--- config.mk ---
export PLATFORM = sky130hd
export DESIGN_NAME = bouncing_image_source
export DESIGN_NICKNAME = d
export VERILOG_FILES = /design/src/rtl/bouncing_image_source.sv
export SDC_FILE = /design/constraint.sdc
export NUM_CORES = 1
export LEC_CHECK = 0
export ABC_AREA = 1
export CORE_MARGIN = 3
export CORE_UTILIZATION = 52
export CTS_CLUSTER_SIZE = 14
export DETAILED_ROUTE_END_ITERATION = 16
export PLACE_DENSITY = 0.89
export SYNTH_ARGS = -nofsm -noshare
export SYNTH_HDL_FRONTEND = slang
export SYNTH_SLANG_ARGS = --single-unit
--- constraint.sdc ---
create_clock -name CLK_IN -period 2.29 [get_ports CLK_IN]
set_clock_uncertainty 0.15 [all_clocks]
set_input_delay 0.687 -clock CLK_IN [delete_from_list [all_inputs] [get_ports CLK_IN]]
set_output_delay 0.687 -clock CLK_IN [all_outputs]
set_load 0.01 [all_outputs]
--- src/rtl/bouncing_image_source.sv ---
// Pixel source for the VGA driver: overlays a ROM-backed image on a flat background
// and bounces the image around the active area once per frame during vertical blanking.
module bouncing_image_source #(
  parameter int unsigned H_ACTIVE    = 640,
  parameter int unsigned V_ACTIVE    = 480,
  parameter int unsigned IMG_W       = 64,
  parameter int unsigned IMG_H       = 48,
  parameter int unsigned ADDR_W      = 12,
  parameter int unsigned STEP        = 1,
  parameter logic [7:0]  BG_COLOR    = 8'h00,
  parameter logic [7:0]  TRANSPARENT = 8'hE3
) (
  input  logic              CLK_IN,
  input  logic              RESET_N,
  input  logic [9:0]        xCoord,
  input  logic [9:0]        yCoord,
  input  logic              MOVE_EN,
  output logic [ADDR_W-1:0] rom_addr,
  input  logic [7:0]        rom_data,
  output logic [7:0]        RGB_out,
  output logic              HIT
);

  localparam int unsigned CW = 11;
  localparam int unsigned XW = $clog2(IMG_W);
  localparam logic [CW-1:0] X_MAX   = CW'(H_ACTIVE - IMG_W);
  localparam logic [CW-1:0] Y_MAX   = CW'(V_ACTIVE - IMG_H);
  localparam logic [CW-1:0] STEP_C  = CW'(STEP);
  localparam logic [CW-1:0] IMG_W_C = CW'(IMG_W);
  localparam logic [CW-1:0] IMG_H_C = CW'(IMG_H);

  // dir_*: 0 = moving towards larger coordinates, 1 = towards smaller
  logic [CW-1:0]     pos_x_q, pos_x_d, pos_y_q, pos_y_d;
  logic              dir_x_q, dir_x_d, dir_y_q, dir_y_d;
  logic              in_d1_q, in_d1_d, in_d2_q, in_d2_d;
  logic              cond_prev_q, cond_prev_d;
  logic              hit_q, hit_d;
  logic [ADDR_W-1:0] rom_addr_q, rom_addr_d;
  logic [7:0]        rgb_q, rgb_d;

  logic [CW-1:0]     x_c, y_c, rel_x_c, rel_y_c;
  logic              inside_c, cond_c, tick_c, flip_x_c, flip_y_c;

  // Image-hit test and ROM address for the incoming coordinate
  always_comb begin
    x_c      = {1'b0, xCoord};
    y_c      = {1'b0, yCoord};
    rel_x_c  = x_c - pos_x_q;
    rel_y_c  = y_c - pos_y_q;
    inside_c = (x_c >= pos_x_q) && (x_c < pos_x_q + IMG_W_C) &&
               (y_c >= pos_y_q) && (y_c < pos_y_q + IMG_H_C);
    in_d1_d  = inside_c;
    in_d2_d  = in_d1_q;
    rom_addr_d = '0;
    if (inside_c) begin
      rom_addr_d = (ADDR_W'(rel_y_c) << XW) | ADDR_W'(rel_x_c);
    end
    rgb_d = (in_d2_q && (rom_data != TRANSPARENT)) ? rom_data : BG_COLOR;
  end

  // Once-per-frame tick on the first blanking line, independent of hold length
  always_comb begin
    cond_c      = (xCoord == 10'd0) && (yCoord == 10'(V_ACTIVE));
    tick_c      = cond_c && !cond_prev_q;
    cond_prev_d = cond_c;
  end

  // Bounce motion; positions only change on a tick, which lies outside the active area
  always_comb begin
    pos_x_d  = pos_x_q;
    pos_y_d  = pos_y_q;
    dir_x_d  = dir_x_q;
    dir_y_d  = dir_y_q;
    flip_x_c = 1'b0;
    flip_y_c = 1'b0;
    hit_d    = 1'b0;
    if (tick_c && MOVE_EN) begin
      if (!dir_x_q) begin
        if (pos_x_q + STEP_C >= X_MAX) begin
          pos_x_d  = X_MAX;
          dir_x_d  = 1'b1;
          flip_x_c = 1'b1;
        end else begin
          pos_x_d = pos_x_q + STEP_C;
        end
      end else begin
        if (pos_x_q <= STEP_C) begin
          pos_x_d  = '0;
          dir_x_d  = 1'b0;
          flip_x_c = 1'b1;
        end else begin
          pos_x_d = pos_x_q - STEP_C;
        end
      end
      if (!dir_y_q) begin
        if (pos_y_q + STEP_C >= Y_MAX) begin
          pos_y_d  = Y_MAX;
          dir_y_d  = 1'b1;
          flip_y_c = 1'b1;
        end else begin
          pos_y_d = pos_y_q + STEP_C;
        end
      end else begin
        if (pos_y_q <= STEP_C) begin
          pos_y_d  = '0;
          dir_y_d  = 1'b0;
          flip_y_c = 1'b1;
        end else begin
          pos_y_d = pos_y_q - STEP_C;
        end
      end
      hit_d = flip_x_c || flip_y_c;
    end
  end

  always_ff @(posedge CLK_IN or negedge RESET_N) begin
    if (!RESET_N) begin
      pos_x_q     <= '0;
      pos_y_q     <= '0;
      dir_x_q     <= 1'b0;
      dir_y_q     <= 1'b0;
      in_d1_q     <= 1'b0;
      in_d2_q     <= 1'b0;
      cond_prev_q <= 1'b0;
      hit_q       <= 1'b0;
      rom_addr_q  <= '0;
      rgb_q       <= BG_COLOR;
    end else begin
      pos_x_q     <= pos_x_d;
      pos_y_q     <= pos_y_d;
      dir_x_q     <= dir_x_d;
      dir_y_q     <= dir_y_d;
      in_d1_q     <= in_d1_d;
      in_d2_q     <= in_d2_d;
      cond_prev_q <= cond_prev_d;
      hit_q       <= hit_d;
      rom_addr_q  <= rom_addr_d;
      rgb_q       <= rgb_d;
    end
  end

  assign rom_addr = rom_addr_q;
  assign RGB_out  = rgb_q;
  assign HIT      = hit_q;

endmodule

==> reports/qor.txt <==
status: finished with violations
violated checks: negative setup slack
Congestion Overflow GR: 0
H-Tree Depth: 2
final wirelength: 14900 microns
CTS root buffer: clkbuf_8
cts hold-fix bufs: 0
Final setup viols: 13
Post-route DRC: 0
DR iter-0 viols: 307
Slowest cell on crit path: dfrtp_2
Die ar.: 0.00989 sq mm
area post-placement: 0.00585 sq mm
syn nets: 740
layout cells sized above 1: 23.6%
placed cell count: 907
placed wire-length estimate: 11400 microns
synth top area cells: dfrtp_1 26%, ha_1 11%, nand2_1 11%
mean post-synth cell area: 6.81 sq um
Reg2Reg Depth: 14
final instance area: 0.00622 sq mm
Filler Cells Inserted: 605
TritonCTS clock tree: done
Post-synth EDFFs: 0
combinational share of power: 19.6%
Rows: 33
Yosys reg bits: 48
worst IR drop on VDD: 289 uV
Main synth FF type: dfrtp_1
Max Root-Sink Buffers: 2
CP delay by family, top: simple AND/OR/NAND/NOR gates
Seq/Total Area, Yosys: 26.5%
Inserted Diodes: 0
largest net degree at the start of global routing: 30
relative slew slack: 63.8%
P&R area growth vs syn: 37.0%
register share of total power: 45.0%
post-place setup slack: -0.668 ns
Fmax: 0.419 GHz
arrival time worst endpoint: 2.49 ns
Net Sw Frac: 28.0%
Reg2Reg Setup Slack: -0.1 ns
critical path depth: 14
net switching power: 528 uW
count of different cell masters after synthesis: 39
internal power: 1350 uW
DRT antenna net count: 0
RSZ-0062 raised after global routing: true
Worst setup SP type: flop
number of global-route vias before repair: 5034
DR pass1 iterations: 6
Pleak: 0.00312 uW
Multi-input gate area: 0.00314 sq mm
number of buffers inserted by port buffering: 51
Core Area: 0.00834 sq mm
r2r startpoint: pos_x_q[6]
Die X-Extent: 99.4 microns
power per cell area: 303 mW/mm^2
initial antenna violation count: 0
drt wl/cell: 16.2 microns
Slew @ Worst Pin: 0.542 ns
Max Slew Vio Count: 0
Die Ht: 99.4 microns
Final min period: 2.39 ns
worst path required time: 2.39 ns
critical path, cell by cell: ha_4 -> nand2_1 -> nand2_2 -> ha_4 -> a21oi_2 -> nor2_1 -> o21ai_1 -> nand2_1 -> nor2_1 -> nand2_1 -> nor2_1 -> nand2_2 -> buf_12 -> nor2_1
Final Hold Viols: 0
Yosys top cell by area: dfrtp_1
number of synthesis warnings: 0
Post-Syn Area: 0.00454 sq mm
final cell count without fillers: 919
register area: 0.00120 sq mm
final net count: 886
crit share post-route: 104%
setup TNS: -0.951 ns
CP Max Fanout: 13
Ports: 52
global-route wire length before repair: 24000 microns
via count: 5084
Max Cap Violations: 0
Clk Latency, worst-skew pair: 0.32 ns
kind of critical path: reg -> reg
clock buffer count from CTS: 5
GPL Wtd Cong: 0.938
Final WS setup: -0.0975 ns
initial core utilization: 54.4%
most frequent CP cell: nor2_1
Clk pwr share: 35.4%
critical path capture point type: flop
clk slew on worst S/H paths: 0.11 ns
Hold Crit Class: in -> async
crit-path max cell delay: 0.48 ns
Buf+Inv Stages, Crit Path: 1
Vias/cell: 5.53
clk sinks: 48
total track usage: 30.2%
post-synthesis async set-or-reset flop share: 100%
reg2reg end: rom_addr[0]
top-area cell type share of the netlist area: 26.5%
cells after synthesis: 667
[routing by layer]
metal  share of wire, %  vias up  track usage [%]
met2                 50      227             53.3
met5                  0        -                0
met1                 39     2349             35.6
met4                4.4        0             14.3
li1                   -     2447                -
met3                6.9       61             4.77
[flip-flops by register name (all words and copies together) (netlist names)]
register and flops:
in_d1_q 1, HIT 1, pos_x_q 11, dir_x_q 1, dir_y_q 1, RGB_out 8, in_d2_q 1, rom_addr 12
pos_y_q 11, cond_prev_q 1
[worst max-delay path by stage]
stage               start     endpoint  slack [ns]
6_report       pos_x_q[6]  rom_addr[0]        -0.1
5_1_grt        pos_x_q[6]  rom_addr[0]       -0.17
4_1_cts        pos_x_q[7]  rom_addr[1]       -0.11
3_5_place_dp    xCoord[2]  rom_addr[1]       -0.67
3_3_place_gp    xCoord[2]  rom_addr[1]       -0.61
2_1_floorplan   xCoord[0]  rom_addr[8]        0.06
[cells in the mapped netlist, types with 10 or more instances]
library cell / count
nor2_1: 123
inv_1: 74
nand3_1: 50
a21oi_1: 43
nor3_1: 10
o21ai_0: 10
nand2_1: 129
ha_1: 40
dfrtp_1: 48
nand4_1: 30
xor2_1: 33
nor2_2: 14
[cell families after synthesis]
| kind of cell | share of synthesized area (%) |
|---|---|
| and+or+nand+nor | 37.5 |
| DFF | 26.5 |
| adders and majority gates | 11.9 |
| buffers and inverters | 9.01 |
| xor gates and xnor gates | 7.52 |
| AOI/OAI and AO/OA | 7.63 |
[layout by cell type, fill, tap and decap left out, types with 8 or more instances in the layout]
master             n
nand2_1          125
nor2_1           119
buf_4             98
inv_1             69
nand3_1           47
dfrtp_1           45
a21oi_1           40
clkdlybuf4s50_1   34
xor2_1            32
nand4_1           30
ha_1              29
nor2_2            17
nand2_2           11
inv_2             10
o21ai_0            9
ha_4               9
dlygate4sd2_1      9
nor3_1             8
[cell type report]
class	instances	area share (%)
multi-input cells	523	50.5
repair buffers	153	21.1
flip-flops and latches	48	19.4
inverters	82	5.11
well taps	105	2.11
clock buffers	5	1.11
clock inverters	3	0.764
[power by group through the flow]
stage	registers [uW]	logic (uW)	clock network, uW
after global routing	847	403	694
after detailed placement	864	336	0
after CTS	847	351	674
final	847	369	666
after global placement	864	325	0
after floorplan	864	138	0
[through the flow]
| stage | hold WS (ns) | util (%) | power [uW] |
|---|---|---|---|
| finish | 0.184 | 74.6 | 1880 |
| global route | 0.213 | 74.6 | 1940 |
| CTS | 0.200 | 73.3 | 1870 |
| detailed placement | 0.288 | 70.2 | 1200 |
| global placement | 0.273 | 70.2 | 1190 |
| floorplan | 0.181 | - | 1000 |
[timing repair]
action,in CTS,in global routing
gates resized for setup,34,34
hold endpoints to repair,0,0
setup endpoints to repair,30,37
buffers inserted,3,1
pin swaps,15,13
Power figures use the tool's default switching activity.
==> RTL change, RTL diff (same flow settings) <==
`ADDR_W`: 12 -> 13.
--- a/src/rtl/bouncing_image_source.sv
+++ b/src/rtl/bouncing_image_source.sv
@@ -5,7 +5,7 @@
   parameter int unsigned V_ACTIVE    = 480,
   parameter int unsigned IMG_W       = 64,
   parameter int unsigned IMG_H       = 48,
-  parameter int unsigned ADDR_W      = 12,
+  parameter int unsigned ADDR_W      = 13,
   parameter int unsigned STEP        = 1,
   parameter logic [7:0]  BG_COLOR    = 8'h00,
   parameter logic [7:0]  TRANSPARENT = 8'hE3
Interface: changed (resized rom_addr); port bits go from 52 to 53. The function was not compared with the original's and may differ.
==> RTL change against the original RTL <==
The flow still finishes with violations (negative setup slack); sequential power is 2% higher; cell area is 1.7% higher; area after synthesis is 0.19% lower; routed wire length is 11% higher; total power is 1.8% lower; sequential cell count is 1 higher; setup slack worse by 0.036 ns; hold slack better by 0.0060 ns; critical endpoint is now rom_addr[12]$_DFF_PN0_; largest cell class unchanged; largest power group unchanged.
==> RTL change: results (changes against the original RTL) <==
GRT
  – Vias in the first global route: 5461 (+8.5%)
  – First-pass GRT wire length: 25210 um (+4.9%)
  – Total GRT Usage: 0.3158 (+0.01428)

Routing
  – DRT iter0 DRCs: 430 (+40%)
  – WL/cell: 17.66 um (+9.0%)
  – Via density: 6.029 (+9.0%)

Placement
  – Post-DP HPWL: 11260 um (-0.86%)
  – Placer Congestion: 0.9970 (+6.3%)

Status
  – Status: finished, violations left
  – Failing checks: negative setup slack

Synth
  – Synth top area cells: dfrtp_1 27%, nand2_1 11%, ha_1 11%
  – Xor/xnor cell area share of the yosys netlist: 0.06571 (-0.009518)
  – Mapped Nets: 751 (+1.5%)
  – Complex-gate fraction of the synthesized area: 0.08586 (+0.009535)
  – Synth Area in Adders: 0.1193 (+0.0002301)
  – Post-synth cell types: 34 (-13%)
  – Register area share after synthesis: 0.2706 (+0.006033)

Cells and area
  – Max reg flops: 13 (+1)
  – Layout Nets: 900 (+1.6%)
  – Share of cells above drive strength 1: 0.2403 (+0.004466)

Timing
  – Setup ws final: -0.1340 ns (-0.03646 ns)
  – Fin Setup TNS: -1.669 ns (-0.7174 ns)
  – Worst slew pin tran: 0.5350 ns (-0.007395 ns)
  – # setup viols final: 14 (+1)

Critical path
  – CP max FO: 14 (+1)
  – Reg-to-reg critical path endpoint: rom_addr[12]$_DFF_PN0_
  – Critical path arrival: 2.52 ns (+0.03 ns)

Clocking
  – Cts repair resizes: 47 (+38%)

Pwr
  – Leakage power: 3.110 nW (-0.31%)
==> RTL change: kinds of logic (layout without fill, tap and decap cells) <==
family | Yosys count | after routing
AOI/OAI and AO/OA | 74 | 74
and+or+nand+nor | 384 | 384
adders and majority gates | 42 | 42
xor gates and xnor gates | 34 | 34
DFF | 49 | 49
buffers and inverters | 95 | 245
==> RTL change: where the power goes <==
group / total (W) / switching [W] / leakage (nW) / internal, W
Sequential: 0.000864 / 0.0000000266 / 0.653 / 0.000864
Combinational: 0.000420 / 0.000223 / 2.41 / 0.000197
Clock: 0.000564 / 0.000318 / 0.0512 / 0.000246
==> RTL change: per-layer routing <==
layer,vias to the layer above,part of all wire,GRT usage
met4,0,0.067,0.1786
met2,395,0.47,0.5460
met3,134,0.097,0.05330
met1,2585,0.36,0.3690
li1,2511,-,-
met5,-,0,0
==> RTL change: worst max-delay path, delay by kind of cell, from the launching register on <==
kind	cells	cell delay (ns)
AOI/OAI and AO/OA	2	0.31
and+or+nand+nor	9	0.84
buffers and inverters	1	0.15
DFF	1	0.48
adders and majority gates	2	0.45
==> RTL change: through the flow <==
step | utilization | std cells | instance area [um^2] | hold WS (ns) | setup slack (ns)
CTS | 0.7433 | 933 | 6200 | 0.2104 | -0.05020
detailed placement | 0.7051 | 919 | 5881 | 0.1889 | -0.5547
global placement | 0.7051 | 919 | 5881 | 0.1870 | -0.5314
global route | 0.7585 | 933 | 6326 | 0.2290 | -0.2163
floorplan | - | 678 | 4532 | 0.1812 | 0.03620
finish | 0.7585 | 933 | 6326 | 0.1903 | -0.1340
==> RTL change: final cells by class <==
type	instances	area [um^2]
inverter	80	307.8
clock buffer	6	82.58
timing repair buffer	157	1345
multi-input combinational	534	3214
fill	552	2014
clock inverter	2	13.76
tap	105	131.4
sequential	49	1231
